--- config.mk ---
export PLATFORM = sky130hd
export DESIGN_NAME = program_loader
export DESIGN_NICKNAME = d
export VERILOG_FILES = /design/src/rtl/loader_pkg.sv /design/src/rtl/program_loader_byte_packer.sv /design/src/rtl/program_loader.sv
export SDC_FILE = /design/constraint.sdc
export NUM_CORES = 1
export LEC_CHECK = 0
export BUFFER_PORTS_ARGS = -buffer_cell sky130_fd_sc_hd__buf_2
export CORE_MARGIN = 5
export CORE_UTILIZATION = 35
export CTS_BUF_LIST = sky130_fd_sc_hd__clkbuf_4 sky130_fd_sc_hd__clkbuf_8
export CTS_CLUSTER_DIAMETER = 30
export CTS_CLUSTER_SIZE = 28
export DETAILED_ROUTE_END_ITERATION = 10
export HOLD_SLACK_MARGIN = 0.12
export PLACE_DENSITY = 0.52
export SLEW_MARGIN = 10
export SYNTH_ARGS = -nofsm -noshare
export SYNTH_HDL_FRONTEND = slang
export SYNTH_SLANG_ARGS = --single-unit
--- constraint.sdc ---
create_clock -name clk -period 3.52 [get_ports clk]
set_input_delay 1.056 -clock clk [delete_from_list [all_inputs] [get_ports clk]]
set_output_delay 1.056 -clock clk [all_outputs]
set_load 0.05 [all_outputs]
--- src/rtl/loader_pkg.sv ---
// Shared types and constants for the program loader (state encoding, stream framing).
package loader_pkg;

    typedef enum logic [2:0] {
        S_LEN_HI,
        S_LEN_LO,
        S_DATA,
        S_CSUM,
        S_RUN,
        S_ERROR
    } state_t;

    // Length header bytes and bytes per instruction word in the boot stream.
    localparam int LEN_BYTES  = 2;
    localparam int WORD_BYTES = 4;

endpackage

--- src/rtl/program_loader_byte_packer.sv ---
// byte_packer: gathers big-endian bytes into 32-bit words and emits a one-cycle
// word_valid together with the completed word on the edge after the last byte.
module byte_packer
    import loader_pkg::*;
(
    input  logic        clk,
    input  logic        rst,
    input  logic        byte_valid,
    input  logic [7:0]  byte_data,
    output logic        last_byte,
    output logic        word_valid,
    output logic [31:0] word
);

    logic [1:0]  byte_idx;
    logic [23:0] asm_p0;

    assign last_byte = (byte_idx == 2'(WORD_BYTES - 1));

    // Byte position within the current word; wraps naturally after the 4th byte.
    always_ff @(posedge clk) begin
        if (rst) begin
            byte_idx <= 2'd0;
        end else if (byte_valid) begin
            byte_idx <= byte_idx + 2'd1;
        end
    end

    // Assembly shift register for the first three bytes (data only, no reset).
    always_ff @(posedge clk) begin
        if (byte_valid) begin
            asm_p0 <= {asm_p0[15:0], byte_data};
        end
    end

    // Stage p1: completed word and its single-cycle strobe.
    always_ff @(posedge clk) begin
        if (rst) begin
            word_valid <= 1'b0;
            word       <= 32'd0;
        end else begin
            word_valid <= byte_valid && last_byte;
            if (byte_valid && last_byte) begin
                word <= {asm_p0, byte_data};
            end
        end
    end

endmodule

--- src/rtl/program_loader.sv ---
// program_loader: receives a length-prefixed byte stream, writes the packed
// instruction words into instruction memory and releases the core's reset when
// the image is complete.
// Optional build macro LOADER_CHECKSUM_EN adds an XOR trailer byte check.
module program_loader
    import loader_pkg::*;
#(
    parameter int ADDR_W = 10
) (
    input  logic              clk,
    input  logic              rst,
    input  logic              rx_valid,
    input  logic [7:0]        rx_data,
    output logic              rx_ready,
    output logic              imem_we,
    output logic [ADDR_W-1:0] imem_addr,
    output logic [31:0]       imem_wdata,
    output logic              cpu_rst,
    output logic              done,
    output logic              error,
    output logic [ADDR_W:0]   word_count
);

    localparam logic [16:0] CAPACITY = 17'(1) << ADDR_W;

`ifdef LOADER_CHECKSUM_EN
    localparam state_t S_AFTER_DATA = S_CSUM;
    logic [7:0] csum;
`else
    localparam state_t S_AFTER_DATA = S_RUN;
`endif

    state_t      state, state_next;
    logic [15:0] length;
    logic        fire, data_fire, word_last, pk_last;
    logic [16:0] count_inc;
    logic [16:0] len_rx;
    logic        rx_ready_d, cpu_rst_d, done_d, error_d;

    assign fire      = rx_valid && rx_ready;
    assign data_fire = fire && (state == S_DATA);
    assign word_last = data_fire && pk_last;
    assign count_inc = 17'(word_count) + 17'd1;
    assign len_rx    = {1'b0, length[15:8], rx_data};

    byte_packer u_packer (
        .clk        (clk),
        .rst        (rst),
        .byte_valid (data_fire),
        .byte_data  (rx_data),
        .last_byte  (pk_last),
        .word_valid (imem_we),
        .word       (imem_wdata)
    );

    // State register.
    always_ff @(posedge clk) begin
        if (rst) begin
            state <= S_LEN_HI;
        end else begin
            state <= state_next;
        end
    end

    // Next-state logic; the data phase ends on the same edge the last strobe is issued.
    always_comb begin
        state_next = state;
        case (state)
            S_LEN_HI: if (fire) state_next = S_LEN_LO;
            S_LEN_LO: begin
                if (fire) begin
                    if (len_rx == 17'd0)          state_next = S_AFTER_DATA;
                    else if (len_rx > CAPACITY)   state_next = S_ERROR;
                    else                          state_next = S_DATA;
                end
            end
            S_DATA: begin
                if (word_last && (count_inc == {1'b0, length})) state_next = S_AFTER_DATA;
            end
`ifdef LOADER_CHECKSUM_EN
            S_CSUM: begin
                if (fire) state_next = (rx_data == csum) ? S_RUN : S_ERROR;
            end
`endif
            default: ;
        endcase
    end

    // Output decode; done is delayed one cycle when entering run from the data
    // phase so the core only starts after the final write strobe has been seen.
    always_comb begin
        rx_ready_d = state_next inside {S_LEN_HI, S_LEN_LO, S_DATA, S_CSUM};
        done_d     = (state_next == S_RUN) && (state != S_DATA);
        cpu_rst_d  = !done_d;
        error_d    = (state_next == S_ERROR);
    end

    // Registered control outputs.
    always_ff @(posedge clk) begin
        if (rst) begin
            rx_ready <= 1'b1;
            cpu_rst  <= 1'b1;
            done     <= 1'b0;
            error    <= 1'b0;
        end else begin
            rx_ready <= rx_ready_d;
            cpu_rst  <= cpu_rst_d;
            done     <= done_d;
            error    <= error_d;
        end
    end

    // Length header capture.
    always_ff @(posedge clk) begin
        if (rst) begin
            length <= 16'd0;
        end else if (fire && state == S_LEN_HI) begin
            length[15:8] <= rx_data;
        end else if (fire && state == S_LEN_LO) begin
            length[7:0] <= rx_data;
        end
    end

    // Write address and word counter advance together with the write strobe.
    always_ff @(posedge clk) begin
        if (rst) begin
            imem_addr  <= '0;
            word_count <= '0;
        end else if (word_last) begin
            imem_addr  <= word_count[ADDR_W-1:0];
            word_count <= word_count + (ADDR_W+1)'(1);
        end
    end

`ifdef LOADER_CHECKSUM_EN
    // Running XOR over data bytes only.
    always_ff @(posedge clk) begin
        if (rst) begin
            csum <= 8'd0;
        end else if (data_fire) begin
            csum <= csum ^ rx_data;
        end
    end
`endif

endmodule

==> results.toml, run 1 <==
[run]
maxCapViolations = 0

[cells_and_area]
postLayoutCellArea_um2 = 4630
final_cell_mix = "nand2_1, dfxtp_1, buf_2"
instances_no_fill = 624
final_common_cell = "nand2_1"
area_growth_pct = 15.6
num_antenna_cells = 0
post-route-util_pct = 40.9
drive_gt1_share_pct = 21.8
n_fill_cell = 1149
fin_nets = 489

[sta]
fmax_mhz = 382
holdWs_ns = 0.455
fin_crit_ns = 2.61
tightest_slew_ns = 0.765
fin_tns_setup_ns = 0
max-slew-margin-rel_pct = 49.0
clock_skew_ns = 0.00969
report.final.hold_viol_count = 0
setup_violations = 0
fin_crit_sh_pct = 74.3
slew_viol_final = 0
worst_slack_ns = 0.906
rsz0062_at_grt = "no"

[cts]
clock_latency_ns = 0.37
cts.sinks = 103
path_clk_slew_ns = 0.10
post-cts-setup-buffers = 0
cts_buffers = 9
cts_tree = "done"
root_buffer = "clkbuf_8"
cts_buffer_depth = 2
postCtsHoldBufs = 0
h-tree-depth = 3
cts.repair.resized = 0

[logic_synthesis]
synth_compound_area_share_pct = 9.90
yosysSeqAreaShare_pct = 57.4
ys.warnings.count = 0
synthArstFlopShare_pct = 0
syn_inst = 420
synth_cell_types = 43
yosys.area_share.simple_pct = 19.8
ys.flop_type = "dfxtp_1"
ys_ff_latch = 103
synth_top_family_by_area = "simple AND/OR/NAND/NOR gates"
synth_fa_ha_area_share_pct = 0.624
synth_xor_area_share_pct = 5.90
syn_area_um2 = 4010
synth.net_count = 433
synthMuxAreaShare_pct = 2.53
synth_edf_count = 24
syn_area_per_cell_um2 = 9.54

[worst_setup_path]
max_stage_delay_ns = 0.56
crit_family = "simple AND/OR/NAND/NOR gates"
crit_type = "register to register"
worstPathMaxFanout = 8
cpMaxStageDelayCell = "dfxtp_1"
cp.required_ns = 3.75
arrival_ns = 2.85
cp_cell_sequence = "ha_1, nand3_1, nor3_1, xnor2_1, nand3_2, a2111oi_4, o21ai_0"
startpoint_type = "register"
path_buf_inv = 0
worstSetupEndpointType = "register"

[pwr]
powerDensity_nw_per_um2 = 472
p_leak_nw = 1.78
ir_drop_uv = 262
total_power_mw = 2.18

[route]
drc = 0
firstDrtPassIters = 4
drt-wirelength-per-cell_um = 14.1
antenna_left = 0
via_per_inst = 4.71
drt_iter0_markers = 175
wl_um = 8810
vias = 2936

[grt]
antenna_found_initial = 0
grt.overflow.total = 0
grt_max_degree = 50
grt_pass1_vias = 2777
track_usage_pct = 13.6
grt_pass1_wl_um = 14500

[status]
status = "finished, final reports clean"

[placed_design]
postPlaceCellArea_um2 = 4430
dp.cells = 608
port_buffers = 68
place.gp.congestion = 0.772
place_hpwl_um = 6080
pre_cts_ws_ns = 0.837

[die]
core_area_um2 = 11300
fp.dieW_um = 117
die-height_um = 117
rows = 39
ios = 69
die_area_um2 = 13700
start_util_pct = 35.4

[min_path]
hp-class = "register to register"
[cells in the mapped netlist, types with 2 or more instances]
cell | n | area [um^2]
clkbuf_2 | 2 | 10.0
a31oi_1 | 5 | 31.3
a21oi_1 | 53 | 265
buf_6 | 4 | 45.0
o21ai_0 | 5 | 25.0
or2b_2 | 2 | 17.5
inv_1 | 2 | 7.51
and3b_1 | 2 | 17.5
buf_2 | 3 | 15.0
nor2b_1 | 2 | 12.5
xnor2_1 | 15 | 131
nand3_1 | 8 | 40.0
nor4_1 | 2 | 12.5
dfxtp_1 | 79 | 1580
or4_1 | 2 | 15.0
and2_1 | 2 | 12.5
nor3_1 | 6 | 30.0
nor2_1 | 27 | 101
nor4_2 | 2 | 25.0
edfxtp_1 | 24 | 721
mux2i_1 | 9 | 90.1
ha_1 | 2 | 25.0
nand2_1 | 112 | 420
clkbuf_1 | 19 | 71.3
o21a_1 | 2 | 15.0
xor2_1 | 12 | 105
[cells by family after synthesis]
kind of cell | after synthesis
flops | 103
fa+ha+maj | 2
buf+inv | 31
mux | 10
simple gates | 177
xor+xnor | 27
compound gates | 70
[worst reg2reg max path, cell delays in order, from the launching register on]
cell       delay [ns]
dfxtp_1          0.56
ha_1             0.29
nand3_1          0.25
nor3_1           0.38
xnor2_1          0.18
nand3_2          0.11
a2111oi_4        0.53
o21ai_0          0.18
[sequential cells by signal (all words and copies together), names as in the netlist]
register / flops
length: 16
u_packer.asm_p0: 24
state: 3
cpu_rst: 1
done: 1
u_packer.byte_idx: 2
u_packer.word: 32
word_count: 11
rx_ready: 1
imem_addr: 10
error: 1
u_packer.word_valid: 1
[routing by layer]
layer  vias to the layer above  global-route usage [%]  share of wire, %
met3                        11                    2.62               4.6
met5                         -                       0                 0
li1                       1509                       -                 -
met1                      1370                    18.6                48
met2                        46                    20.8                45
met4                         0                    6.42               1.9
[cell type report]
class                           count  area (um^2)  area share [%]
Timing Repair Buffer               74          385            8.32
Clock inverter                      6         70.1            1.51
Sequential cell                   103         2300            49.7
Clock buffer                       10          131            2.84
Multi-Input combinational cell    286         1560            33.6
Tap cell                          143          179            3.86
Inverter                            2         7.51           0.162
[power by group]
group | switching [mW] | internal (mW)
Clock | 0.411 | 0.342
Sequential | 0.0263 | 1.24
Combinational | 0.102 | 0.0658
[worst paths after layout]
kind / start / to / slack [ns] / depth (start not counted)
worst min register to register: u_packer.word[11]$_SDFFE_PP0P_ / u_packer.word[11]$_SDFFE_PP0P_ / 0.45 / 2
worst max-delay path: word_count[0]$_SDFFE_PP0P_ / cpu_rst$_SDFF_PP1_ / 0.91 / 7
worst min-delay path: u_packer.word[11]$_SDFFE_PP0P_ / u_packer.word[11]$_SDFFE_PP0P_ / 0.45 / 2
worst max register to register: word_count[0]$_SDFFE_PP0P_ / cpu_rst$_SDFF_PP1_ / 0.91 / 7
(Power assumes the default switching activity.)
==> run 2, diff against run 1 <==
- PLACE_DENSITY: 0.52 -> 0.54
- clock period: 3.52 -> 2.35 ns (I/O delays scaled with it)
==> results.toml, run 2 (synthesis results as in run 1) <==
[cts]
cts_tree = "done"
path_clk_slew_ns = 0.09
root_buffer = "clkbuf_8"
postCtsHoldBufs = 0
cts_buffers = 9
cts.sinks = 103
clock_latency_ns = 0.37
cts_buffer_depth = 2
h-tree-depth = 3

[route]
wl_met3_um = 286
firstDrtPassIters = 4
wl_um = 9260
drt-met1-wl_um = 4580
drc = 0
via_per_inst = 4.74
vias = 2997
highest_layer = "met4"
antenna_left = 0
routed-wl-met2_um = 4200
drt_iter0_markers = 122
drt-wirelength-per-cell_um = 14.7

[placed_design]
postPlaceCellArea_um2 = 4520
place.gp.congestion = 0.808
pre_cts_ws_ns = -0.0143
place_hpwl_um = 6430
dp.cells = 615
port_buffers = 68

[die]
die_area_um2 = 13700
rows = 39
fp.dieW_um = 117
start_util_pct = 35.4
die-height_um = 117
ios = 69
core_area_um2 = 11300

[sta]
clock_skew_ns = 0.00775
fin_crit_sh_pct = 92.7
fmax_mhz = 459
fin_crit_ns = 2.18
max-slew-margin-rel_pct = 63.8
rsz0062_at_grt = "no"
report.final.hold_viol_count = 0
tightest_slew_ns = 0.543
worst_slack_ns = 0.172
slew_viol_final = 0
setup_violations = 0

[pwr]
switching_share_pct = 25.5
p_int_mw = 2.39
pwr-share-seq_pct = 59.0
comb_power_share_pct = 8.3
p_leak_nw = 1.82
ir_drop_uv = 278
powerDensity_nw_per_um2 = 681
power.switching_uw = 818
total_power_mw = 3.21
clockPowerShare_pct = 32.7

[worst_setup_path]
arrival_ns = 2.43
cp.required_ns = 2.60
startpoint_type = "register"
worstPathMaxFanout = 7
crit_type = "register to register"
worstSetupEndpointType = "register"

[cells_and_area]
largest_register_ffs = 32
top_regs = "u_packer.word (32), u_packer.asm_p0 (24), length (16)"
num_antenna_cells = 0
postLayoutCellArea_um2 = 4720
final_cell_mix = "nand2_1, dfxtp_1, buf_2"
area_growth_pct = 17.8
drive_gt1_share_pct = 24.9
largest-register = "u_packer.word"
fin_nets = 497
instances_no_fill = 632
final_common_cell = "nand2_1"

[min_path]
hp-class = "register to register"

[grt]
grt_pass1_vias = 2855
track_usage_pct = 14.4
grt_max_degree = 50
grt.overflow.total = 0
antenna_found_initial = 0
grt_pass1_wl_um = 15000

[run]
maxCapViolations = 0

[status]
status = "finished, final reports clean"
run 2: cell types whose count changed in the layout (fill, tap and decap cells not counted), moves of 2 or more:
| cell | previous run | this run |
|---|---|---|
| buf_12 | 0 | 2 |
| buf_4 | 6 | 12 |
| dfxtp_1 | 79 | 72 |
| inv_6 | 0 | 2 |
| dfxtp_2 | 0 | 7 |
run 2: path summary, 6_finish.rpt:
path / startpoint / to / slack, ns / cells past startpoint
worst max register to register: word_count[0]$_SDFFE_PP0P_ / cpu_rst$_SDFF_PP1_ / 0.17 / 7
worst max-delay path: word_count[0]$_SDFFE_PP0P_ / cpu_rst$_SDFF_PP1_ / 0.17 / 7
worst min-delay path: u_packer.word[11]$_SDFFE_PP0P_ / u_packer.word[11]$_SDFFE_PP0P_ / 0.45 / 2
worst min register to register: u_packer.word[11]$_SDFFE_PP0P_ / u_packer.word[11]$_SDFFE_PP0P_ / 0.45 / 2
run 2: critical path: stages (launching register included):
cell	delay (ns)
dfxtp_2	0.43
nand3_4	0.12
nor3_2	0.29
xor2_1	0.13
or3_2	0.50
a2111oi_4	0.29
buf_4	0.19
o21ai_0	0.10
run 2: metrics by stage:
stage | setup TNS, ns | util (%) | hold WS, ns
detailed placement | -0.0143 | 39.9 | 0.434
floorplan | 0 | - | 0.426
finish | 0 | 41.7 | 0.453
global placement | 0 | 39.9 | 0.433
global route | 0 | 41.7 | 0.477
CTS | 0 | 41.6 | 0.457
run 2: power by group through the flow:
stage               registers [mW]  clock network (mW)  logic [mW]
global placement              1.94                   0       0.262
finish                        1.89                1.05       0.267
CTS                           1.89                1.10       0.268
floorplan                     1.93                   0       0.182
global route                  1.90                1.17       0.293
detailed placement            1.94                   0       0.267
run 2: per-layer routing:
metal,track usage (%),vias to the layer above
met4,7.49,0
met3,2.57,11
met5,0,-
met2,21.5,46
met1,19.9,1411
li1,-,1529
run 2: timing repair:
action | CTS | global route
setup buffers | 0 | 1
gates resized for setup | 1 | 1
pin swaps | 0 | 1
setup endpoints to repair | 2 | 6
run 2: cell type report:
cell class	count	area, um^2
sequential	103	2310
tap	143	179
timing repair buffer	82	470
multi-input combinational	286	1570
fill	1154	6600
inverter	2	7.51
clock inverter	5	41.3
clock buffer	11	145
==> run 3, diff against run 2 <==
- ABC_AREA: default -> 1
==> results.toml, run 3 <==
[route]
wl_um = 9780
drt-wirelength-per-cell_um = 13.8
antenna_left = 0
vias = 3392
drc = 0
via_per_inst = 4.79
firstDrtPassIters = 4
drt_iter0_markers = 188

[sta]
slew_viol_final = 0
fin_crit_sh_pct = 85.4
rsz0062_at_grt = "no"
fin_crit_ns = 2.01
clock_skew_ns = 0.00926
max-slew-margin-rel_pct = 76.1
holdWs_ns = 0.458
tightest_slew_ns = 0.356
setup_violations = 0
fmax_mhz = 498
fin_tns_setup_ns = 0
report.final.hold_viol_count = 0

[logic_synthesis]
yosysSeqAreaShare_pct = 57.4
ys_ff_latch = 103
synth.net_count = 501
synth_top_area_share_pct = 39.4
synth_common_cells = "nand2_1, dfxtp_1, a21oi_1, inv_1, o21ai_0"
syn_area_um2 = 4010
synth_edf_count = 24
ys.flop_type = "dfxtp_1"
syn_area_per_cell_um2 = 8.22
syn_inst = 488
synth_top_area_cell = "dfxtp_1"
synthArstFlopShare_pct = 0
ys.warnings.count = 0
synth_cell_types = 26
synth_area_leaders = "dfxtp_1, edfxtp_1, nand2_1"
synth_most_common_cell = "nand2_1"

[cells_and_area]
drive_gt1_share_pct = 19.6
num_antenna_cells = 0
post-route-util_pct = 42.5
final_cell_mix = "nand2_1, dfxtp_1, buf_2"
fin_nets = 573
top_regs = "u_packer.word (32), u_packer.asm_p0 (24), length (16)"
largest-register = "u_packer.word"
largest_register_ffs = 32
area_growth_pct = 19.9
final_common_cell = "nand2_1"

[die]
start_util_pct = 35.4
rows = 39
core_area_um2 = 11300
die_area_um2 = 13700
die-height_um = 117
fp.dieW_um = 117
ios = 69

[cts]
cts_buffer_depth = 2
cts_tree = "done"
h-tree-depth = 3
cts.sinks = 103
postCtsHoldBufs = 0
post-cts-setup-buffers = 0
cts.repair.resized = 0
cts_buffers = 9
clock_latency_ns = 0.38
root_buffer = "clkbuf_8"
path_clk_slew_ns = 0.10

[grt]
track_usage_pct = 14.8
grt_max_degree = 33
grt.overflow.total = 0
grt_pass1_wl_um = 15700
grt_pass1_vias = 3159
antenna_found_initial = 0

[worst_setup_path]
crit_type = "register to register"
cpMaxStageDelayCell = "dfxtp_1"
max_stage_delay_ns = 0.35
cp_cell_sequence = "ha_1, nand2_2, nor2_1, nand2_1, nand3_1, nand2_1, nor2_1, nand3_1, o21bai_1, nand3_1, inv_2, nand3_1"
arrival_ns = 2.29
worstPathMaxFanout = 5
cp.required_ns = 2.63
startpoint_type = "register"
worstSetupEndpointType = "register"
crit_top_cell = "nand3_1"

[status]
status = "finished, final reports clean"

[run]
maxCapViolations = 0

[pwr]
ir_drop_uv = 461
p_leak_nw = 1.97
powerDensity_nw_per_um2 = 794

[placed_design]
place_hpwl_um = 7080
port_buffers = 68
place.gp.congestion = 0.817

[min_path]
hp-class = "register to register"
## run 3: changes by cell type after synthesis, sizes merged, moves of 5 or more
cell   change
nor2      +10
xor2      -11
nor3       -5
nand3     +13
xnor2     -15
o21ai     +35
buf        -7
mux2i      -9
inv       +42
a21oi     +14
nand2     +22
## run 3: cell type report
class,instances,area (um^2)
repair buffers,81,475
multi-input cells,319,1460
fillers,1176,6510
clock buffers,10,138
well taps,143,179
clock inverters,6,77.6
flip-flops and latches,103,2300
inverters,46,173
## run 3: kinds of logic (layout without fill, tap and decap cells)
logic type / Yosys count / count (layout) / synth area share (%)
and+or+nand+nor: 203 / 203 / 21.2
AOI/OAI and AO/OA: 113 / 113 / 14.4
DFF: 103 / 103 / 57.4
buffers and inverters: 66 / 143 / 6.18
adders and majority gates: 2 / 2 / 0.624
xor gates and xnor gates: 1 / 1 / 0.218
## run 3: per-layer routing
metal / wire length, um / GRT usage, % / vias to the layer above
met1: 4900 / 20.2 / 1568
met4: 221 / 6.96 / 0
met3: 413 / 3.08 / 17
li1: - / - / 1749
met5: 0 / 0 / -
met2: 4240 / 22.4 / 58
## run 3: critical path: cells and delay by family (launching register included)
family,cells,cell delay (ns)
and+or+nand+nor,9,1.12
DFF,1,0.35
adders and majority gates,1,0.19
AOI/OAI and AO/OA,1,0.17
buffers and inverters,1,0.10
## run 3: worst paths after layout
check,end,cells after the start,slack [ns],from
setup / recovery,cpu_rst$_SDFF_PP1_,12,0.34,word_count[0]$_SDFFE_PP0P_
hold reg to reg,u_packer.asm_p0[8]$_DFFE_PP_,0,0.46,u_packer.asm_p0[0]$_DFFE_PP_
setup reg to reg,cpu_rst$_SDFF_PP1_,12,0.34,word_count[0]$_SDFFE_PP0P_
hold / removal,u_packer.asm_p0[8]$_DFFE_PP_,0,0.46,u_packer.asm_p0[0]$_DFFE_PP_
## run 3: through the flow
step | instance area (um^2) | setup slack [ns] | total power [mW] | cells
2_1_floorplan | 4010 | 0.149 | 2.48 | 488
3_3_place_gp | 4590 | 0.285 | 2.67 | 692
3_5_place_dp | 4590 | 0.196 | 2.68 | 692
4_1_cts | 4810 | 0.336 | 3.87 | 708
5_1_grt | 4810 | 0.159 | 4.02 | 708
6_report | 4810 | 0.343 | 3.82 | 708
## run 3: power by group
group          leakage, nW  internal (mW)  total, mW  switching [mW]
sequential           0.856           1.95       2.02          0.0719
combinational         1.00          0.199      0.625           0.426
clock                0.110          0.538       1.17           0.636
total                 1.97           2.68       3.82            1.13
